===== src/rtl/mau_pkg.sv =====
`default_nettype none
// ============================================================================
// Module   : mau_pkg
// Purpose  : Shared types and constants for the data-memory access unit.
// Revision : 1.0 - initial release
// ============================================================================
package mau_pkg;

    localparam int ADDR_W_DEF = 13;

    localparam logic [1:0] SZ_BYTE = 2'b00;
    localparam logic [1:0] SZ_HALF = 2'b01;
    localparam logic [1:0] SZ_WORD = 2'b10;
    localparam logic [1:0] SZ_RSVD = 2'b11;

    typedef enum logic [2:0] {
        ST_IDLE   = 3'd0,
        ST_RD     = 3'd1,
        ST_WR     = 3'd2,
        ST_RMW_RD = 3'd3,
        ST_RMW_WR = 3'd4,
        ST_RESP   = 3'd5
    } state_t;

endpackage
`default_nettype wire


===== src/rtl/mem_access_unit_if.sv =====
`default_nettype none
// ============================================================================
// Module   : mau_req_if / mau_mem_if
// Purpose  : Request/response channel and word-memory bus of the access unit.
// Revision : 1.0 - initial release
// ============================================================================
interface mau_req_if;
    logic        Req_valid;
    logic        Req_ready;
    logic        Req_write;
    logic [1:0]  Req_size;
    logic        Req_signed;
    logic [31:0] Req_addr;
    logic [31:0] Req_wdata;
    logic        Resp_valid;
    logic [31:0] Resp_rdata;
    logic        Resp_err;

    modport master (
        output Req_valid, Req_write, Req_size, Req_signed, Req_addr, Req_wdata,
        input  Req_ready, Resp_valid, Resp_rdata, Resp_err
    );
    modport slave (
        input  Req_valid, Req_write, Req_size, Req_signed, Req_addr, Req_wdata,
        output Req_ready, Resp_valid, Resp_rdata, Resp_err
    );
endinterface

interface mau_mem_if import mau_pkg::*; #(
    parameter int ADDR_W = ADDR_W_DEF
);
    logic [ADDR_W-1:0] Mem_addr;
    logic              Mem_read;
    logic              Mem_write;
    logic [31:0]       Mem_wdata;
    logic [31:0]       Mem_rdata;

    modport master (
        output Mem_addr, Mem_read, Mem_write, Mem_wdata,
        input  Mem_rdata
    );
    modport slave (
        input  Mem_addr, Mem_read, Mem_write, Mem_wdata,
        output Mem_rdata
    );
endinterface
`default_nettype wire


===== src/rtl/mau_lane_align.sv =====
`default_nettype none
// ============================================================================
// Module   : mau_lane_align
// Purpose  : Little-endian load extract/extend and sub-word store merge.
//            Merge port exists only when MAU_RMW_EN is defined.
// Revision : 1.0 - initial release
// ============================================================================
module mau_lane_align import mau_pkg::*; (
    input  wire logic [1:0]  i_size,
    input  wire logic        i_signed,
    input  wire logic [1:0]  i_offset,
    input  wire logic [31:0] i_word,
`ifdef MAU_RMW_EN
    input  wire logic [31:0] i_wdata,
    output logic      [31:0] o_merge,
`endif
    output logic      [31:0] o_load
);

    logic [4:0]  w_shift;
    logic [7:0]  w_byte;
    logic [15:0] w_half;

    assign w_shift = {i_offset, 3'b000};
    assign w_byte  = i_word[w_shift +: 8];
    assign w_half  = i_offset[1] ? i_word[31:16] : i_word[15:0];

    always_comb begin
        case (i_size)
            SZ_BYTE: o_load = {{24{i_signed & w_byte[7]}}, w_byte};
            SZ_HALF: o_load = {{16{i_signed & w_half[15]}}, w_half};
            default: o_load = i_word;
        endcase
    end

`ifdef MAU_RMW_EN
    always_comb begin
        o_merge = i_word;
        case (i_size)
            SZ_BYTE: o_merge[w_shift +: 8] = i_wdata[7:0];
            SZ_HALF: begin
                if (i_offset[1]) o_merge[31:16] = i_wdata[15:0];
                else             o_merge[15:0]  = i_wdata[15:0];
            end
            default: o_merge = i_wdata;
        endcase
    end
`endif

endmodule
`default_nettype wire


===== src/rtl/mem_access_unit.sv =====
`default_nettype none
// ============================================================================
// Module   : mem_access_unit
// Purpose  : Load/store initiator for an 8K x 32 word memory; MAU_RMW_EN
//            enables read-modify-write sub-word stores.
// Revision : 1.0 - initial release
// ============================================================================
module mem_access_unit import mau_pkg::*; #(
    parameter int ADDR_W = ADDR_W_DEF
) (
    input  wire logic   Clk,
    input  wire logic   Rst_n,
    mau_req_if.slave    req,
    mau_mem_if.master   mem
);

    state_t            r_state;
    logic              r_ready;
    logic              r_resp_valid;
    logic              r_resp_err;
    logic [31:0]       r_resp_rdata;
    logic [ADDR_W-1:0] r_mem_addr;
    logic              r_mem_read;
    logic              r_mem_write;
    logic [31:0]       r_mem_wdata;
    logic [1:0]        r_size;
    logic              r_signed;
    logic [1:0]        r_offset;
`ifdef MAU_RMW_EN
    logic [31:0]       r_wdata;
    logic [31:0]       w_merge;
`endif
    logic [31:0]       w_load;
    logic              w_err;

    always_comb begin
        w_err = (req.Req_size == SZ_RSVD)
              | ((req.Req_size == SZ_HALF) & req.Req_addr[0])
              | ((req.Req_size == SZ_WORD) & (req.Req_addr[1:0] != 2'b00))
              | (|req.Req_addr[31:ADDR_W+2]);
`ifndef MAU_RMW_EN
        // Without RMW support a sub-word store cannot be performed at all.
        w_err = w_err | (req.Req_write & (req.Req_size != SZ_WORD));
`endif
    end

    mau_lane_align u_align (
        .i_size   (r_size),
        .i_signed (r_signed),
        .i_offset (r_offset),
        .i_word   (mem.Mem_rdata),
`ifdef MAU_RMW_EN
        .i_wdata  (r_wdata),
        .o_merge  (w_merge),
`endif
        .o_load   (w_load)
    );

    always_ff @(posedge Clk or negedge Rst_n) begin
        if (!Rst_n) begin
            r_state      <= ST_IDLE;
            r_ready      <= 1'b1;
            r_resp_valid <= 1'b0;
            r_resp_err   <= 1'b0;
            r_resp_rdata <= 32'h0;
            r_mem_addr   <= '0;
            r_mem_read   <= 1'b0;
            r_mem_write  <= 1'b0;
            r_mem_wdata  <= 32'h0;
            r_size       <= SZ_BYTE;
            r_signed     <= 1'b0;
            r_offset     <= 2'b00;
`ifdef MAU_RMW_EN
            r_wdata      <= 32'h0;
`endif
        end else begin
            case (r_state)
                ST_IDLE: begin
                    if (req.Req_valid) begin
                        r_ready    <= 1'b0;
                        r_size     <= req.Req_size;
                        r_signed   <= req.Req_signed;
                        r_offset   <= req.Req_addr[1:0];
                        r_mem_addr <= req.Req_addr[ADDR_W+1:2];
`ifdef MAU_RMW_EN
                        r_wdata    <= req.Req_wdata;
`endif
                        if (w_err) begin
                            r_state      <= ST_RESP;
                            r_resp_valid <= 1'b1;
                            r_resp_err   <= 1'b1;
                        end else if (!req.Req_write) begin
                            r_state    <= ST_RD;
                            r_mem_read <= 1'b1;
                        end else if (req.Req_size == SZ_WORD) begin
                            r_state     <= ST_WR;
                            r_mem_write <= 1'b1;
                            r_mem_wdata <= req.Req_wdata;
                        end
`ifdef MAU_RMW_EN
                        else begin
                            r_state    <= ST_RMW_RD;
                            r_mem_read <= 1'b1;
                        end
`endif
                    end
                end
                ST_RD: begin
                    r_mem_read   <= 1'b0;
                    r_resp_rdata <= w_load;
                    r_resp_valid <= 1'b1;
                    r_state      <= ST_RESP;
                end
                ST_WR: begin
                    r_mem_write  <= 1'b0;
                    r_resp_valid <= 1'b1;
                    r_state      <= ST_RESP;
                end
`ifdef MAU_RMW_EN
                // Merge straight from the old word so the write cycle follows at once.
                ST_RMW_RD: begin
                    r_mem_read  <= 1'b0;
                    r_mem_write <= 1'b1;
                    r_mem_wdata <= w_merge;
                    r_state     <= ST_RMW_WR;
                end
                ST_RMW_WR: begin
                    r_mem_write  <= 1'b0;
                    r_resp_valid <= 1'b1;
                    r_state      <= ST_RESP;
                end
`endif
                ST_RESP: begin
                    r_resp_valid <= 1'b0;
                    r_resp_err   <= 1'b0;
                    r_resp_rdata <= 32'h0;
                    r_ready      <= 1'b1;
                    r_state      <= ST_IDLE;
                end
                default: begin
                    r_mem_read  <= 1'b0;
                    r_mem_write <= 1'b0;
                    r_ready     <= 1'b1;
                    r_state     <= ST_IDLE;
                end
            endcase
        end
    end

    assign req.Req_ready  = r_ready;
    assign req.Resp_valid = r_resp_valid;
    assign req.Resp_err   = r_resp_err;
    assign req.Resp_rdata = r_resp_rdata;
    assign mem.Mem_addr   = r_mem_addr;
    assign mem.Mem_read   = r_mem_read;
    assign mem.Mem_write  = r_mem_write;
    assign mem.Mem_wdata  = r_mem_wdata;

endmodule
`default_nettype wire


===== src/flat_wrapper.sv =====
// flat-port wrapper written by rule: the top's interface ports become plain ports
module mem_access_unit_flat import mau_pkg::*;
#(
    parameter int ADDR_W = ADDR_W_DEF
)
  (Clk, Rst_n, req_Req_valid, req_Req_write, req_Req_size, req_Req_signed, req_Req_addr, req_Req_wdata, req_Req_ready, req_Resp_valid, req_Resp_rdata, req_Resp_err, mem_Mem_addr, mem_Mem_read, mem_Mem_write, mem_Mem_wdata, mem_Mem_rdata);
  mau_req_if req_i ();
  mau_mem_if #(.ADDR_W(ADDR_W)) mem_i ();
  input  wire logic Clk;
  input  wire logic Rst_n;
  input wire logic [$bits(req_i.Req_valid)-1:0] req_Req_valid;
  input wire logic [$bits(req_i.Req_write)-1:0] req_Req_write;
  input wire logic [$bits(req_i.Req_size)-1:0] req_Req_size;
  input wire logic [$bits(req_i.Req_signed)-1:0] req_Req_signed;
  input wire logic [$bits(req_i.Req_addr)-1:0] req_Req_addr;
  input wire logic [$bits(req_i.Req_wdata)-1:0] req_Req_wdata;
  output wire logic [$bits(req_i.Req_ready)-1:0] req_Req_ready;
  output wire logic [$bits(req_i.Resp_valid)-1:0] req_Resp_valid;
  output wire logic [$bits(req_i.Resp_rdata)-1:0] req_Resp_rdata;
  output wire logic [$bits(req_i.Resp_err)-1:0] req_Resp_err;
  output wire logic [$bits(mem_i.Mem_addr)-1:0] mem_Mem_addr;
  output wire logic [$bits(mem_i.Mem_read)-1:0] mem_Mem_read;
  output wire logic [$bits(mem_i.Mem_write)-1:0] mem_Mem_write;
  output wire logic [$bits(mem_i.Mem_wdata)-1:0] mem_Mem_wdata;
  input wire logic [$bits(mem_i.Mem_rdata)-1:0] mem_Mem_rdata;
  assign req_i.Req_valid = req_Req_valid;
  assign req_i.Req_write = req_Req_write;
  assign req_i.Req_size = req_Req_size;
  assign req_i.Req_signed = req_Req_signed;
  assign req_i.Req_addr = req_Req_addr;
  assign req_i.Req_wdata = req_Req_wdata;
  assign req_Req_ready = req_i.Req_ready;
  assign req_Resp_valid = req_i.Resp_valid;
  assign req_Resp_rdata = req_i.Resp_rdata;
  assign req_Resp_err = req_i.Resp_err;
  assign mem_Mem_addr = mem_i.Mem_addr;
  assign mem_Mem_read = mem_i.Mem_read;
  assign mem_Mem_write = mem_i.Mem_write;
  assign mem_Mem_wdata = mem_i.Mem_wdata;
  assign mem_i.Mem_rdata = mem_Mem_rdata;
  mem_access_unit #(.ADDR_W(ADDR_W)) u_core (.Clk(Clk), .Rst_n(Rst_n), .req(req_i), .mem(mem_i));
endmodule

===== config.mk =====
export PLATFORM = sky130hd
export DESIGN_NAME = mem_access_unit_flat
export DESIGN_NICKNAME = d
export VERILOG_FILES = /design/src/rtl/mau_pkg.sv /design/src/rtl/mem_access_unit_if.sv /design/src/rtl/mau_lane_align.sv /design/src/rtl/mem_access_unit.sv /design/src/flat_wrapper.sv
export SDC_FILE = /design/constraint.sdc
export NUM_CORES = 1
export LEC_CHECK = 0
export ABC_AREA = 1
export CORE_MARGIN = 5
export CORE_UTILIZATION = 39
export DETAILED_ROUTE_END_ITERATION = 10
export PLACE_DENSITY = 0.81
export SYNTH_ARGS = -nofsm -noshare
export SYNTH_HDL_FRONTEND = slang
export SYNTH_SLANG_ARGS = --single-unit

===== constraint.sdc =====
create_clock -name Clk -period 1.5 [get_ports Clk]
set_clock_uncertainty 0.15 [all_clocks]
set_input_delay 0.225 -clock Clk [delete_from_list [all_inputs] [get_ports Clk]]
set_output_delay 0.225 -clock Clk [all_outputs]
set_load 0.05 [all_outputs]

# Word level (Yosys, flattened, before mapping)
# Cells that the tools add are included.
dict set report op_classes {
  eq_ne 15
  shifts 1
  n_mux 23
  bitwise 13
  reduce_logical 18
}
# operator count
set op_table {}
lappend op_table {{$pmux W32 S2} 2}
lappend op_table {{$shiftx A32 B6 Y8} 1}
lappend op_table {{$reduce_or A17 Y1} 1}
lappend op_table {{$mux W16} 1}
lappend op_table {{$mux W3} 4}
lappend op_table {{$mux W1} 10}
lappend op_table {{$ne A2 B2 Y1 const B} 5}
lappend op_table {{$reduce_and A5 Y1} 2}
lappend op_table {{$pmux W1 S2} 4}
lappend op_table {{$pmux W3 S2} 1}
lappend op_table {{$reduce_and A2 Y1} 3}
lappend op_table {{$reduce_and A3 Y1} 2}
lappend op_table {{$reduce_bool A2 Y1} 3}
lappend op_table {{$reduce_or A2 Y1} 3}
lappend op_table {{$and A1 B1 Y1} 5}
lappend op_table {{$eq A2 B1 Y1 const B} 2}
lappend op_table {{$eq A2 B2 Y1 const B} 2}
lappend op_table {{$ne A2 B1 Y1 const B} 2}
lappend op_table {{$ne A4 B2 Y1 const B} 1}
lappend op_table {{$not A1 Y1} 4}
lappend op_table {{$or A1 B1 Y1} 4}
lappend op_table {{$reduce_and A4 Y1} 1}
lappend op_table {{$eq A3 B1 Y1 const B} 1}
lappend op_table {{$eq A3 B2 Y1 const B} 1}
lappend op_table {{5 further kinds} 5}
dict set report word_totals {
  register_bits 90
  output_inout_bits 82
}

# Logic depth before layout (Yosys ltp)
# Gate-level depths: netlist (run 1).
dict set report logic_depth {
  ltp_word 9
  ltp_mapped 11
  ltp_nobuf 10
}

# Modules after synthesis
# A second synthesis (run 1) with hierarchy kept.
dict set report hier_totals {
  cells_unflattened 538
  hier_area_um2 4491.8
}
# mod instances cells_each area_each_um2 seq_area_each_um2
set modules_own_cells {}
lappend modules_own_cells {mem_access_unit 1 385 3637.2 2253.4}
lappend modules_own_cells {mau_lane_align 1 153 854.6 0.0}

# Worst setup path after synthesis (run 1)
# OpenSTA, ideal clock, no wires.
dict set report synth_timing {
  path_kind {flip-flop to flip-flop}
  from {register u_core.r_state[0]}
  to {register u_core.r_mem_addr[10], in the netlist u_core.mem.Mem_addr[10]}
  setup_ns 0.125
  t_arrival_ns 1.322
  slack_ns -0.096
  stages_incl_launch_ff 6
  path_buffers 1
  period_less_slack_ns 1.596
  cell_sequence {dfrtp_1 nor2_1 nand2_2 nor2_8 buf_6 mux2_2}
}
dict set report synth_between {
  elab_chain_cells 2
}
# element line_no
set synth_rtl {}
lappend synth_rtl {{start, declared} mem_access_unit.sv:17} ;# state_t r_state;
lappend synth_rtl {{start signal, assigned} mem_access_unit.sv:61} ;# r_state <= ST_IDLE;
lappend synth_rtl {{start signal, assigned} mem_access_unit.sv:89} ;# r_state <= ST_RESP;
lappend synth_rtl {{start signal, assigned} mem_access_unit.sv:93} ;# r_state <= ST_RD;
lappend synth_rtl {{$logic_not A3 Y1} mem_access_unit.sv:77} ;# case (r_state)
lappend synth_rtl {{$reduce_and A2 Y1 (no line)} -}
lappend synth_rtl {{end signal, assigned} mem_access_unit.sv:84} ;# r_mem_addr <= req.Req_addr[ADDR_W+1:2];
lappend synth_rtl {{end, declared} mem_access_unit.sv:22} ;# logic [ADDR_W-1:0] r_mem_addr;
# No other way between the ends.
# A chain may end at the register's enable or synchronous reset.

# Final worst setup path (run 1)
dict set report layout_timing {
  from {register u_core.r_state[0]}
  to {register u_core.r_mem_read, in the netlist u_core.mem.Mem_read}
}
dict set report layout_between {
  elab_chain_cells 4
  word_cells_on_any_way 10
}
# element line_no
set layout_rtl {}
lappend layout_rtl {{$eq A3 B3 Y1 / $eq A3 B2 Y1 (equally long branches)} mem_access_unit.sv:77}
lappend layout_rtl {{$reduce_or A2 Y1 (no line)} -}
lappend layout_rtl {{$not A1 Y1 (no line)} -}
lappend layout_rtl {{$reduce_and A4 Y1 (no line)} -}
lappend layout_rtl {{end signal, assigned} mem_access_unit.sv:67} ;# r_mem_read <= 1'b0;
lappend layout_rtl {{end signal, assigned} mem_access_unit.sv:94} ;# r_mem_read <= 1'b1;
lappend layout_rtl {{end signal, assigned} mem_access_unit.sv:109} ;# r_mem_read <= 1'b0;
lappend layout_rtl {{end, declared} mem_access_unit.sv:23} ;# logic r_mem_read;
# Several ways; a longest one is shown, not always the timed one.

==> flow_summary_export.csv, run 1 <==
group,metric,value,unit
worst_hold_path,worstHoldPathCells,3,
clock_network,htreeDepth,3,
yosys,synthArstFlopShare,1.00,
clock_network,cts_tree,"built",
yosys,netlist_area,4500,sq um
global_routing,grt-ovfl-total,0,
layout,layout-area-overhead-vs-synth,84.8,%
sta,setup_violations,59,
placement,placed_cell_area,7610,sq um
detailed_routing,postRouteAntennaNets,0,
yosys,synth_top_family_by_area,"simple AND/OR/NAND/NOR gates",
placement,dp_hpwl,11.9,mm
global_routing,largest_net_degree_at_the_start_of_global_routing,33,
layout,post_layout_net_count,865,
power,cell_internal_pwr,0.00856,W
setup_path,critical_path.slowest_cell,"sky130_fd_sc_hd__dfrtp_1",
yosys,yosys.area_share.xor_xnor,0,
global_routing,grt_pass1_vias,5013,
sta,post-route-min-period,1590,ps
clock_network,ctsRootBufferMaster,"sky130_fd_sc_hd__clkbuf_16",
die,fp.dieH,117,um
layout,finish.utilization,0.731,
setup_path,crit_type,"reg -> reg",
layout,drive_above_1_share,0.325,
yosys,post_synth_and_or_nand_nor_area_fraction,0.317,
run,drv_cap,0,
yosys,synth_seq_cells,90,
clock_network,cts_num_sinks,90,
die,floorplan.die.width,117,um
yosys,number_of_synthesized_flops_with_an_enable_pin,0,
die,start_util,0.396,
power,netSwitchingFraction,0.428,
yosys,ys_seq_area_frac,0.501,
setup_path,slowest_delay,400,ps
setup_path,crit_chain,"buf_4, inv_1, nor2_4, buf_4, o21ai_4, o21ai_2, inv_2, nand3_1, nand2_1, nand2_1",
clock_network,cts_inserted_buffers,9,
placement,preCtsSetupSlack,-558,ps
sta,final_setup_tns,-3570,ps
sta,post-route-period-util,1.06,
placement,final_wtd_congestion,0.883,
yosys,synth_mux_area_frac,0.0350,
yosys,synth_top_area_frac,0.495,
die,std_cell_rows,39,
power,leak,4.08,nW
power,clockPowerShare,0.153,
sta,rsz_0062_raised_after_global_routing,"true",
setup_path,timing.critical_path.max_delay_family,"buffers and inverters",
setup_path,cp_data_required_time,1580,ps
power,share_comb_of_total_power,0.590,
sta,tightestPinTransition,349,ps
yosys,synth-compound-area-share,0.0704,
power,pwr_density_cell,1800,nW/um^2
detailed_routing,wl_per_cell,18.0,um
clock_network,clk_pin_slew_worst_paths,60,ps
status,run_status,"finished with violations",
global_routing,grt_pass1_wl,25.4,mm
setup_path,cp-end-kind,"flop",
detailed_routing,vias,4785,
clock_network,cts-root-to-sink-buffers,2,
layout,layout_commonest_cell,"sky130_fd_sc_hd__nand2_1",
yosys,synth.avg_cell_area,8.32,sq um
sta,max_freq,0.627,GHz
yosys,synth-main-ff-cell,"sky130_fd_sc_hd__dfrtp_1",
yosys,synthDominantAreaCellType,"sky130_fd_sc_hd__dfrtp_1",
setup_path,arrival,1670,ps
power,net-switching-power,0.00640,W
layout,antenna_cells_inserted,0,
yosys,postSynthCellCount,541,
setup_path,reg2reg_to,"u_core.mem.Mem_read",
detailed_routing,dr_iter_0_viols,410,
placement,placedCellCount,885,
worst_hold_path,hold-path-endpoint,"u_core.r_size[0]",
setup_path,crit_start,"u_core.r_state[0]",
layout,final_design_area_no_fill,8310,sq um
worst_hold_path,hold_path.startpoint,"req_Req_size[0]",
setup_path,regToRegSetupSlack,-90,ps
yosys,synth_area_leaders,"sky130_fd_sc_hd__dfrtp_1 (49%), sky130_fd_sc_hd__nand2_1 (17%), sky130_fd_sc_hd__nand4_1 (4.7%)",
setup_path,worst_setup_path_start_kind,"flop",
sta,final_critical_path_setup_slack,-94.3,ps
die,ios,185,
setup_path,critical_path.max_fanout,3,
setup_path,rr_startpoint,"u_core.r_state[0]",
detailed_routing,remaining_drc_errors,0,
yosys,synth_warnings,0,
placement,port-buffer-count,184,
sta,final_number_of_hold_violating_endpoints,0,
yosys,distinct_cell_type_count_after_synthesis,33,
global_routing,gr-usage-all-layers,0.225,
global_routing,gr-usage-met2,0.384,
setup_path,timing.critical_path.buf_inv,4,
layout,layout_common_cells,"sky130_fd_sc_hd__nand2_1 (180), sky130_fd_sc_hd__buf_12 (93), sky130_fd_sc_hd__clkdlybuf4s50_1 (90)",
worst_hold_path,hold_path.class,"in -> reg",
global_routing,globalRoute.busiestLayer,"met2",
yosys,adder_and_majority_cell_fraction_of_the_synthesized_area,0,
global_routing,grt_antenna_before_repair,0,
clock_network,clock_insertion_delay_worst_skew,330,ps
global_routing,global_route.usage.met1,0.257,
power,vdd.ir_drop.worst,0.00155,V
yosys,syn-num-nets,644,
die,core_area,11400,sq um
layout,fin_cells,910,
detailed_routing,vias_per_cell,5.26,
setup_path,worst-r2r-cell-count,10,
die,die_area,13800,sq um
status,violations,"setup timing",
sta,relSlewSlack,0.767,
detailed_routing,drt_pre_antenna_iters,6,
detailed_routing,totalWireLength,16.4,mm
power,seqPwrFrac,0.257,
global_routing,grt.met3_usage,0.0756,
sta,timing_max_transition_violations_final,0,
cells in the mapped netlist, types with 2 or more instances:
cell type and count:
sky130_fd_sc_hd__nand2_1 198, sky130_fd_sc_hd__dfrtp_1 89, sky130_fd_sc_hd__nor2_1 45, sky130_fd_sc_hd__inv_1 34, sky130_fd_sc_hd__nand4_1 34, sky130_fd_sc_hd__mux2_2 14, sky130_fd_sc_hd__nand3_1 14, sky130_fd_sc_hd__nand2_2 12
sky130_fd_sc_hd__o21ai_0 12, sky130_fd_sc_hd__clkbuf_1 11, sky130_fd_sc_hd__a21oi_1 10, sky130_fd_sc_hd__buf_2 8, sky130_fd_sc_hd__o21a_1 8, sky130_fd_sc_hd__a21boi_0 7, sky130_fd_sc_hd__o221ai_1 7, sky130_fd_sc_hd__or2_2 7
sky130_fd_sc_hd__buf_6 5, sky130_fd_sc_hd__buf_4 3, sky130_fd_sc_hd__nand3_4 3, sky130_fd_sc_hd__o21ai_1 3, sky130_fd_sc_hd__clkinv_1 2, sky130_fd_sc_hd__inv_2 2, sky130_fd_sc_hd__nor2_2 2, sky130_fd_sc_hd__nor3_1 2
final cells by class:
class	count	area [sq um]
flip-flops and latches	90	2260
fillers	775	3060
well taps	143	179
clock buffers	14	264
clock inverters	2	35.0
inverters	40	175
repair buffers	237	3260
multi-input cells	384	2140
metal layers:
| layer | up-vias | share of wire |
|---|---|---|
| met5 | - | 0 |
| met4 | 0 | 0.032 |
| met3 | 49 | 0.085 |
| met2 | 251 | 0.52 |
| met1 | 2288 | 0.37 |
| li1 | 2197 | - |
through the flow:
stage          total power, W  hold slack (ps)
5_1_grt                0.0157              198
3_3_place_gp           0.0116            -1.92
2_1_floorplan         0.00793             -221
3_5_place_dp           0.0118             6.79
6_report               0.0150              198
4_1_cts                0.0145              164
flip-flops by register name (all words and copies together) (netlist names), 2 cells and up:
| signal | count |
|---|---|
| u_core.mem.Mem_addr | 13 |
| u_core.mem.Mem_wdata | 32 |
| u_core.r_offset | 2 |
| u_core.r_size | 2 |
| u_core.r_state | 3 |
| u_core.req.Resp_rdata | 32 |
tightest hold or removal path: stages:
cell	delay, ps
sky130_fd_sc_hd__dlygate4sd2_1	290
sky130_fd_sc_hd__nand2_1	70
sky130_fd_sc_hd__o21ai_0	60
worst max-delay path by stage:
stage	endpoint	slack, ps	cells past startpoint
2_1_floorplan	u_core.mem.Mem_addr[10]	-60	5
3_3_place_gp	u_core.mem.Mem_wdata[29]	-380	10
3_5_place_dp	u_core.mem.Mem_wdata[30]	-560	9
4_1_cts	u_core.mem.Mem_addr[8]	-80	5
5_1_grt	u_core.mem.Mem_wdata[17]	-190	12
6_report	u_core.mem.Mem_read	-90	10
power by group through the flow:
stage | registers (W) | logic [W] | clock network [W]
floorplan | 0.00523 | 0.00269 | 0
global route | 0.00392 | 0.00935 | 0.00244
CTS | 0.00382 | 0.00836 | 0.00232
detailed placement | 0.00383 | 0.00802 | 0
global placement | 0.00378 | 0.00783 | 0
finish | 0.00384 | 0.00883 | 0.00229
logic make-up after synthesis:
| group | count (synthesis) |
|---|---|
| AO/OA/AOI/OAI | 49 |
| flip-flops | 90 |
| buffers and inverters | 68 |
| multiplexers | 14 |
| AND/OR/NAND/NOR | 320 |
timing repair:
item,in CTS,in global routing
cloned,1,2
hold buffers,1,0
hold endpoints to repair,76,0
endpoints found under the setup margin,85,89
gates resized for setup,44,58
buffers inserted,4,2
pin swaps,24,11
Power figures use the tool's default switching activity.
==> run 2, diff against run 1 <==
--- a/config.mk
+++ b/config.mk
@@ -7,9 +7,10 @@
 export LEC_CHECK = 0
 export ABC_AREA = 1
 export CORE_MARGIN = 5
-export CORE_UTILIZATION = 39
+export CORE_UTILIZATION = 47
 export DETAILED_ROUTE_END_ITERATION = 10
-export PLACE_DENSITY = 0.81
+export PLACE_DENSITY = 0.91
+export SETUP_SLACK_MARGIN = 0.02
 export SYNTH_ARGS = -nofsm -noshare
 export SYNTH_HDL_FRONTEND = slang
 export SYNTH_SLANG_ARGS = --single-unit
==> constraint.sdc (replaced) <==
create_clock -name Clk -period 2.1 [get_ports Clk]
set_clock_uncertainty 0.15 [all_clocks]
set_input_delay 0.315 -clock Clk [delete_from_list [all_inputs] [get_ports Clk]]
set_output_delay 0.315 -clock Clk [all_outputs]
set_load 0.05 [all_outputs]
==> run 2 against run 1 <==
Effect of this change:
- the flow now finishes without violations
- via count is 6.3% lower
- sequential cell count unchanged
- design area is 19% lower
- routed wire length shrank 16%
- first-iteration DRC count down 43%
- power is 45% lower
- clock power decreased by 50%
- clock-buffer cell count decreased by 3
- global-route usage up 1.4 points
- setup slack better by 170 ps
- non-clock buffer count down 34
- critical path type is now reg -> out
==> flow_summary_export.csv, run 2 (synthesized netlist as in run 1, its figures left out) <==
group,metric,value,unit
status,run_status,"finished, final reports clean",
die,fp.dieH,108,um
sta,max_freq,0.493,GHz
sta,rsz_0062_raised_after_global_routing,"false",
clock_network,cts_inserted_buffers,9,
global_routing,largest_net_degree_at_the_start_of_global_routing,42,
clock_network,htreeDepth,3,
sta,post-route-period-util,0.965,
setup_path,crit_type,"reg -> out",
global_routing,grt_pass1_wl,22.1,mm
die,core_area,9280,sq um
layout,drive_above_1_share,0.112,
clock_network,cts-root-to-sink-buffers,2,
die,floorplan.die.width,108,um
global_routing,grt_antenna_before_repair,0,
setup_path,timing.critical_path.max_delay_family,"buffers and inverters",
setup_path,timing.critical_path.buf_inv,1,
setup_path,reg2reg_to,"u_core.req.Resp_rdata[20]",
detailed_routing,postRouteAntennaNets,0,
layout,post_layout_net_count,830,
sta,final_setup_tns,0,ps
power,pwr_density_cell,1230,nW/um^2
die,std_cell_rows,35,
placement,final_wtd_congestion,0.892,
setup_path,critical_path.max_fanout,2,
detailed_routing,drt_pre_antenna_iters,5,
detailed_routing,dr_iter_0_viols,235,
setup_path,crit_chain,"clkdlybuf4s50_1",
setup_path,worst-r2r-cell-count,7,
setup_path,regToRegSetupSlack,170,ps
die,start_util,0.485,
power,leak,3.30,nW
worst_hold_path,hold_path.class,"in -> async",
setup_path,rr_startpoint,"u_core.r_size[1]",
sta,post-route-min-period,2030,ps
layout,layout_commonest_cell,"sky130_fd_sc_hd__nand2_1",
detailed_routing,remaining_drc_errors,0,
placement,dp_hpwl,10.5,mm
clock_network,clk_pin_slew_worst_paths,110,ps
global_routing,gr-usage-all-layers,0.239,
clock_network,post-cts-setup-buffers,0,
clock_network,cts_tree,"built",
layout,layout_common_cells,"sky130_fd_sc_hd__nand2_1 (198), sky130_fd_sc_hd__clkdlybuf4s50_1 (179), sky130_fd_sc_hd__dfrtp_1 (89)",
placement,port-buffer-count,184,
setup_path,cp_data_required_time,1630,ps
setup_path,worst_setup_path_start_kind,"flop",
sta,setup_violations,0,
sta,relSlewSlack,0.615,
run,drv_cap,0,
global_routing,grt_pass1_vias,4597,
layout,antenna_cells_inserted,0,
setup_path,critical_path.slowest_cell,"sky130_fd_sc_hd__clkdlybuf4s50_1",
setup_path,slowest_delay,830,ps
clock_network,clock_insertion_delay_worst_skew,360,ps
sta,final_number_of_hold_violating_endpoints,0,
detailed_routing,wl_per_cell,15.9,um
detailed_routing,vias,4484,
global_routing,grt-ovfl-total,0,
detailed_routing,vias_per_cell,5.21,
setup_path,cp-end-kind,"primary output",
detailed_routing,totalWireLength,13.7,mm
sta,tightestPinTransition,576,ps
clock_network,cts_num_sinks,90,
die,die_area,11600,sq um
power,vdd.ir_drop.worst,0.000762,V
power,total_power,0.00824,W
sta,timing_max_transition_violations_final,0,
die,ios,185,
setup_path,arrival,1560,ps
clock_network,ctsRootBufferMaster,"sky130_fd_sc_hd__clkbuf_8",
layout,layout-area-overhead-vs-synth,48.9,%
[run 2: changes by cell type in the layout (fill, tap and decap cells not counted), sizes merged]
cell           before  now
dlygate4sd2         5    0
nand3              18   17
buf               133   20
bufinv              1    0
dlymetal6s2s        6    3
clkbuf             16   11
clkdlybuf4s50      90  179
clkinv              5    8
clkinvlp            0    1
[run 2: final cells by class]
class	count	area (sq um)
Fill cell	713	2590
Sequential cell	90	2250
Timing Repair Buffer	203	2030
Multi-Input combinational cell	383	1900
Inverter	40	164
Tap cell	129	161
Clock buffer	11	151
Clock inverter	5	38.8
[run 2: how the worst max path moves through the flow]
stage                     cells past startpoint                        to  slack (ps)                 startpoint
after detailed placement                     12  u_core.mem.Mem_wdata[19]          20           req_Req_addr[29]
after CTS                                     1        req_Resp_rdata[10]          50  u_core.req.Resp_rdata[10]
after global routing                          1         mem_Mem_wdata[11]          20   u_core.mem.Mem_wdata[11]
after global placement                       11  u_core.mem.Mem_wdata[19]         130            req_Req_size[1]
after floorplan                               5   u_core.mem.Mem_addr[10]         500          u_core.r_state[0]
final                                         1         req_Resp_rdata[1]          70   u_core.req.Resp_rdata[1]
[run 2: stage by stage]
step                       util  cell area [sq um]  std cells  setup WS (ps)  hold slack, ps
after floorplan               -               4500        541            504            -131
after global placement    0.699               6490        844            127             158
after detailed placement  0.699               6490        844           23.9             167
after CTS                 0.721               6690        861           47.6             316
after global routing      0.721               6700        861           22.3             355
final                     0.721               6700        861           73.5             308
[run 2: repair_timing]
action	CTS	global route
endpoints found under the hold margin	36	0
gates resized for setup	0	3
hold buffers	1	0
setup endpoints to repair	0	3
[run 2: per-layer routing]
layer,vias up,global-route usage,routed length [um]
li1,2105,-,-
met1,2136,0.296,5520
met2,211,0.401,6700
met3,32,0.0606,1120
met4,0,0.0938,334
met5,-,0,0
[run 2: power breakdown]
part	switching (W)	internal, W
Combinational	0.00297	0.00160
Clock	0.000645	0.000500
Sequential	0.000330	0.00219
==> RTL edit 1: new RTL, flow settings as in run 2 <==
Add a define of `MAU_RMW_EN`.
--- a/src/rtl/mau_lane_align.sv
+++ b/src/rtl/mau_lane_align.sv
@@ -7,2 +7,4 @@
 // ============================================================================
+`define MAU_RMW_EN
+
 module mau_lane_align import mau_pkg::*; (
Check against the original RTL: not equivalent (Yosys sat finds a counterexample within 4 cycles, from zero or initial values and one cycle with Rst_n low).
==> RTL edit 1 against run 2 <==
Sequential cell count rose by 32; setup slack lost 0.033 ns; critical path type unchanged; register-to-register slack got worse by 0.04 ns; routed wire length increased by 86%; hold slack worse by 0.12 ns; power increased by 98%; area after synthesis grew 68%; first-iteration DRC count grew to 4.0 times the old value; synthesized cell count up 110%; largest power group unchanged; cell area increased by 55%; die area is 61% higher.
==> RTL edit 1: results (changes against run 2) <==
Drt
  • 1st-iter DRT viols: 951 (was 235)
  • DR WL met2: 12240 µm (was 6695 µm)
  • Total Wirelength: 25450 µm (was 13670 µm)
  • Pre-antenna DRT Iters: 6 (was 5)
  • Metal-1 WL: 10140 µm (was 5520 µm)
  • Routed vias/inst: 5.316 (was 5.208)

Placed design
  • Area after DPL: 9741 µm² (was 6490 µm²)
  • Dpl hpwl: 18540 µm (was 10530 µm)
  • Final RePlAce weighted congestion: 0.9481 (was 0.8917)
  • Post-Place Worst Slack: -0.05092 ns (was 0.02385 ns)

GRT
  • M2 GR Usage: 45.56% (was 40.10%)
  • First-pass GRT wire length: 40720 µm (was 22110 µm)
  • Met1 GRT Util: 35.62% (was 29.59%)
  • Tot GR Track Use: 27.65% (was 23.94%)
  • Largest net degree at the start of global routing: 51 (was 42)
  • GR Util met3: 6.140% (was 6.059%)

Critical path
  • Crit Reg-Reg Startpoint: u_core.r_offset[1] (was u_core.r_size[1])
  • CP startpoint: u_core.req.Resp_rdata[23] (was u_core.req.Resp_rdata[1])
  • Worst Reg-to-Reg Cells: 8 (was 7)
  • Worst setup endpoint: req_Resp_rdata[23] (was req_Resp_rdata[1])
  • Reg2reg end: u_core.mem.Mem_wdata[20] (was u_core.req.Resp_rdata[20])
  • R2r setup slk: 0.13 ns (was 0.17 ns)

Cells and area
  • NumNets Final: 1438 (was 830)
  • Share of cells above drive strength 1: 7.967% (was 11.20%)
  • Layout Cells excl Fill: 1559 (was 861)

Synth
  • Synth top area cells: dfrtp_1, nand2_1, inv_1 (was dfrtp_1, nand2_1, nand4_1)
  • Unique masters post-synth: 28 (was 33)
  • Mean post-synth cell area: 6.583 µm² (was 8.317 µm²)
  • Net Count, Synth: 1256 (was 644)

STA
  • Worst slew pin tran: 0.5448 ns (was 0.5760 ns)

CTS
  • Root buffer cell: clkbuf_16 (was clkbuf_8)
  • Worst skew pair latency: 0.43 ns (was 0.36 ns)

Pwr
  • Peak VDD IR: 1.191 mV (was 0.7624 mV)
  • LEAKAGE: 5.758 nW (was 3.303 nW)

Run status
  • Status: finished, final reports clean (unchanged)
[RTL edit 1: layout make-up]
cell class	instances	area, µm²
fill	1336	5418
multi-input combinational	839	3754
sequential	122	3054
timing repair buffer	224	2277
inverter	126	473.0
clock buffer	17	425.4
tap	216	270.3
clock inverter	15	156.4
[RTL edit 1: worst min-delay path by stage]
stage           from  cells past startpoint                      to  slack [ns]
4_1_cts        Rst_n                      2      u_core.r_wdata[16]        0.17
2_1_floorplan  Rst_n                      0  u_core.mem.Mem_addr[0]       -0.13
6_report       Rst_n                      2  u_core.mem.Mem_addr[5]        0.19
3_5_place_dp   Rst_n                      1  u_core.mem.Mem_addr[5]        0.09
3_3_place_gp   Rst_n                      1  u_core.mem.Mem_addr[0]        0.09
5_1_grt        Rst_n                      2  u_core.mem.Mem_addr[2]        0.22
[RTL edit 1: cell families (layout without fill, tap and decap cells)]
logic type | Yosys count | in the layout | synth area share [%]
adders and majority gates | 5 | 5 | 0.8278
DFF | 122 | 122 | 40.41
buffers and inverters | 187 | 382 | 10.28
and+or+nand+nor | 645 | 645 | 34.65
AOI/OAI and AO/OA | 189 | 189 | 13.82
[RTL edit 1: power by group]
group          total [W]  leakage [nW]  switching [W]  internal, W
Clock            0.00288         0.277        0.00121      0.00167
Sequential       0.00414          1.55       0.000781      0.00336
Combinational    0.00929          3.93        0.00635      0.00294
Total             0.0163          5.76        0.00834      0.00797
[RTL edit 1: what timing repair did]
| item | 4_1_cts | 5_1_grt |
|---|---|---|
| pin swaps | 0 | 1 |
| resized for setup | 19 | 36 |
| hold endpoints to repair | 101 | 0 |
| setup endpoints to repair | 19 | 55 |
| hold buffers | 1 | 0 |
==> RTL edit 2: new RTL, settings of run 2 <==
Made on the original files. Encoding of `state_t`: now one-hot (6 bits for 6 states).
--- a/src/rtl/mau_pkg.sv
+++ b/src/rtl/mau_pkg.sv
@@ -15,9 +15,9 @@
 
-    typedef enum logic [2:0] {
-        ST_IDLE   = 3'd0,
-        ST_RD     = 3'd1,
-        ST_WR     = 3'd2,
-        ST_RMW_RD = 3'd3,
-        ST_RMW_WR = 3'd4,
-        ST_RESP   = 3'd5
+    typedef enum logic [5:0] {
+        ST_IDLE   = 6'b000001,
+        ST_RD     = 6'b000010,
+        ST_WR     = 6'b000100,
+        ST_RMW_RD = 6'b001000,
+        ST_RMW_WR = 6'b010000,
+        ST_RESP   = 6'b100000
     } state_t;
Check against the original RTL: no difference found for any inputs over 4 cycles, from zero or initial values and one cycle with Rst_n low; so few cycles prove little.
==> RTL edit 2 against run 2 <==
Via count shrank 8.5%; critical path type unchanged; area after synthesis shrank 7.2%; cell area shrank 4.6%; power shrank 25%; critical endpoint is now mem_Mem_wdata[2]; utilization grew 1.5 points; sequential cell count grew 1; register-to-register slack gained 0.10 ns; routed wire length shrank 6.4%; cell count shrank 7.4%; setup slack gained 0.0027 ns; highest routed layer unchanged; largest power group unchanged.
==> RTL edit 2: results (changes against run 2) <==
Synth
  • YS warnings: 0 (unchanged)
  • Synth top area cells: dfrtp_1, nand2_1, nor2_1 (was dfrtp_1, nand2_1, nand4_1)
  • Sequential-to-total area share from yosys stat: 54.58% (was 50.08%)
  • Commonest cells post-synth: nand2_1, dfrtp_1, nor2_1, inv_1, o21ai_0 (was nand2_1, dfrtp_1, nor2_1, inv_1, nand4_1)
  • Net Count, Synth: 599 (was 644)
  • Unique masters post-synth: 28 (was 33)
  • Share of flip-flops with an asynchronous set or reset: 100.0% (unchanged)

CTS
  • Clock transition at path regs: 0.09 ns (was 0.11 ns)
  • Worst skew pair latency: 0.34 ns (was 0.36 ns)
  • Post-CTS Setup Inserts: 0 (unchanged)

Worst hold path
  • HP Class: reg -> reg (was in -> async)
  • Hold depth: 2

STA
  • Worst slew pin tran: 0.5432 ns (was 0.5760 ns)

Placed design
  • Final RePlAce weighted congestion: 0.9234 (was 0.8917)
  • Area after DPL: 6163 µm² (was 6490 µm²)
  • Dpl hpwl: 9911 µm (was 10530 µm)
  • Post-Place Worst Slack: -0.1124 ns (was 0.02385 ns)

Pwr
  • Combinational cell fraction of total power: 44.8% (was 55.5%)
  • P_sw: 0.002513 W (was 0.003942 W)
  • Peak VDD IR: 0.6975 mV (was 0.7624 mV)
  • LEAKAGE: 3.222 nW (was 3.303 nW)

GRT
  • First-pass GRT wire length: 21400 µm (was 22110 µm)
  • Largest net degree at the start of global routing: 92 (was 42)
  • Number of global-route vias before repair: 4374 (was 4597)
  • Tot GR Track Use: 24.03% (was 23.94%)

Cells and area
  • Share of cells above drive strength 1: 10.01% (was 11.20%)
  • NumNets Final: 787 (was 830)
  • Ant. Diodes: 0 (unchanged)

Drt
  • 1st-iter DRT viols: 198 (was 235)
  • Total Wirelength: 12790 µm (was 13670 µm)
  • Pre-antenna DRT Iters: 4 (was 5)
  • Via Count: 4102 (was 4484)

Critical path
  • Worst Reg-to-Reg Cells: 8 (was 7)

Run status
  • Status: finished, final reports clean (unchanged)
-- RTL edit 2: cell types whose count changed after synthesis, moves of 7 or more --
cell / delta
nand4_1: -32
nand2_2: -10
o21ai_2: +10
o21a_1: -8
o21ai_0: +8
a21boi_0: -7
mux2i_1: +7
-- RTL edit 2: cell type report --
cell class                 instances  area, µm²
clock buffer                      10      137.6
clock inverter                     6      65.06
fill                             637       2287
inverter                          40      152.6
multi-input combinational        345       1639
sequential                        91       2280
tap                              108      135.1
timing repair buffer             197       1982
-- RTL edit 2: metrics by stage --
stage          power (W)  util, %  cells
2_1_floorplan   0.004014        -    496
5_1_grt         0.006512    73.64    797
6_report        0.006162    73.64    797
4_1_cts         0.006192    73.47    797
3_3_place_gp    0.004907    71.02    780
3_5_place_dp    0.004993    71.02    780
-- RTL edit 2: per-layer routing --
layer | vias to the layer above | global-route usage, % | wire, µm
li1 | 1942 | - | -
met1 | 1904 | 28.57 | 4968
met2 | 216 | 39.77 | 6144
met3 | 40 | 8.132 | 1223
met4 | 0 | 9.806 | 451
met5 | - | 0 | 0
-- RTL edit 2: timing repair --
item / 4_1_cts / 5_1_grt
setup endpoints to repair: 0 / 31
endpoints found under the hold margin: 89 / 0
hold buffers: 1 / 0
gates resized for setup: 0 / 7
-- RTL edit 2: logic make-up after synthesis --
| group | after synthesis | synth area share [%] |
|---|---|---|
| simple gates | 268 | 25.37 |
| flops | 91 | 54.58 |
| compound gates | 56 | 8.418 |
| mux | 21 | 5.452 |
| buf+inv | 60 | 6.171 |
-- RTL edit 2: path summary, 6_finish.rpt --
| path | slack [ns] | endpoint | start |
|---|---|---|---|
| setup / recovery | 0.08 | mem_Mem_wdata[2] | u_core.mem.Mem_wdata[2] |
| hold / removal | 0.32 | u_core.req.Req_ready | u_core.req.Req_ready |
| setup reg to reg | 0.27 | u_core.mem.Mem_wdata[26] | u_core.r_state[0] |
| hold reg to reg | 0.32 | u_core.req.Req_ready | u_core.req.Req_ready |
| max in group asynchronous | 1.02 | u_core.req.Req_ready | Rst_n |
| min in group asynchronous | 0.37 | u_core.req.Resp_rdata[25] | Rst_n |
-- RTL edit 2: power by group through the flow --
stage               combinational, W  clock, W  sequential [W]
global route                 0.00295   0.00130         0.00226
finish                       0.00276   0.00119         0.00222
global placement             0.00268         0         0.00223
detailed placement           0.00275         0         0.00225
CTS                          0.00276   0.00121         0.00222
floorplan                    0.00108         0         0.00293
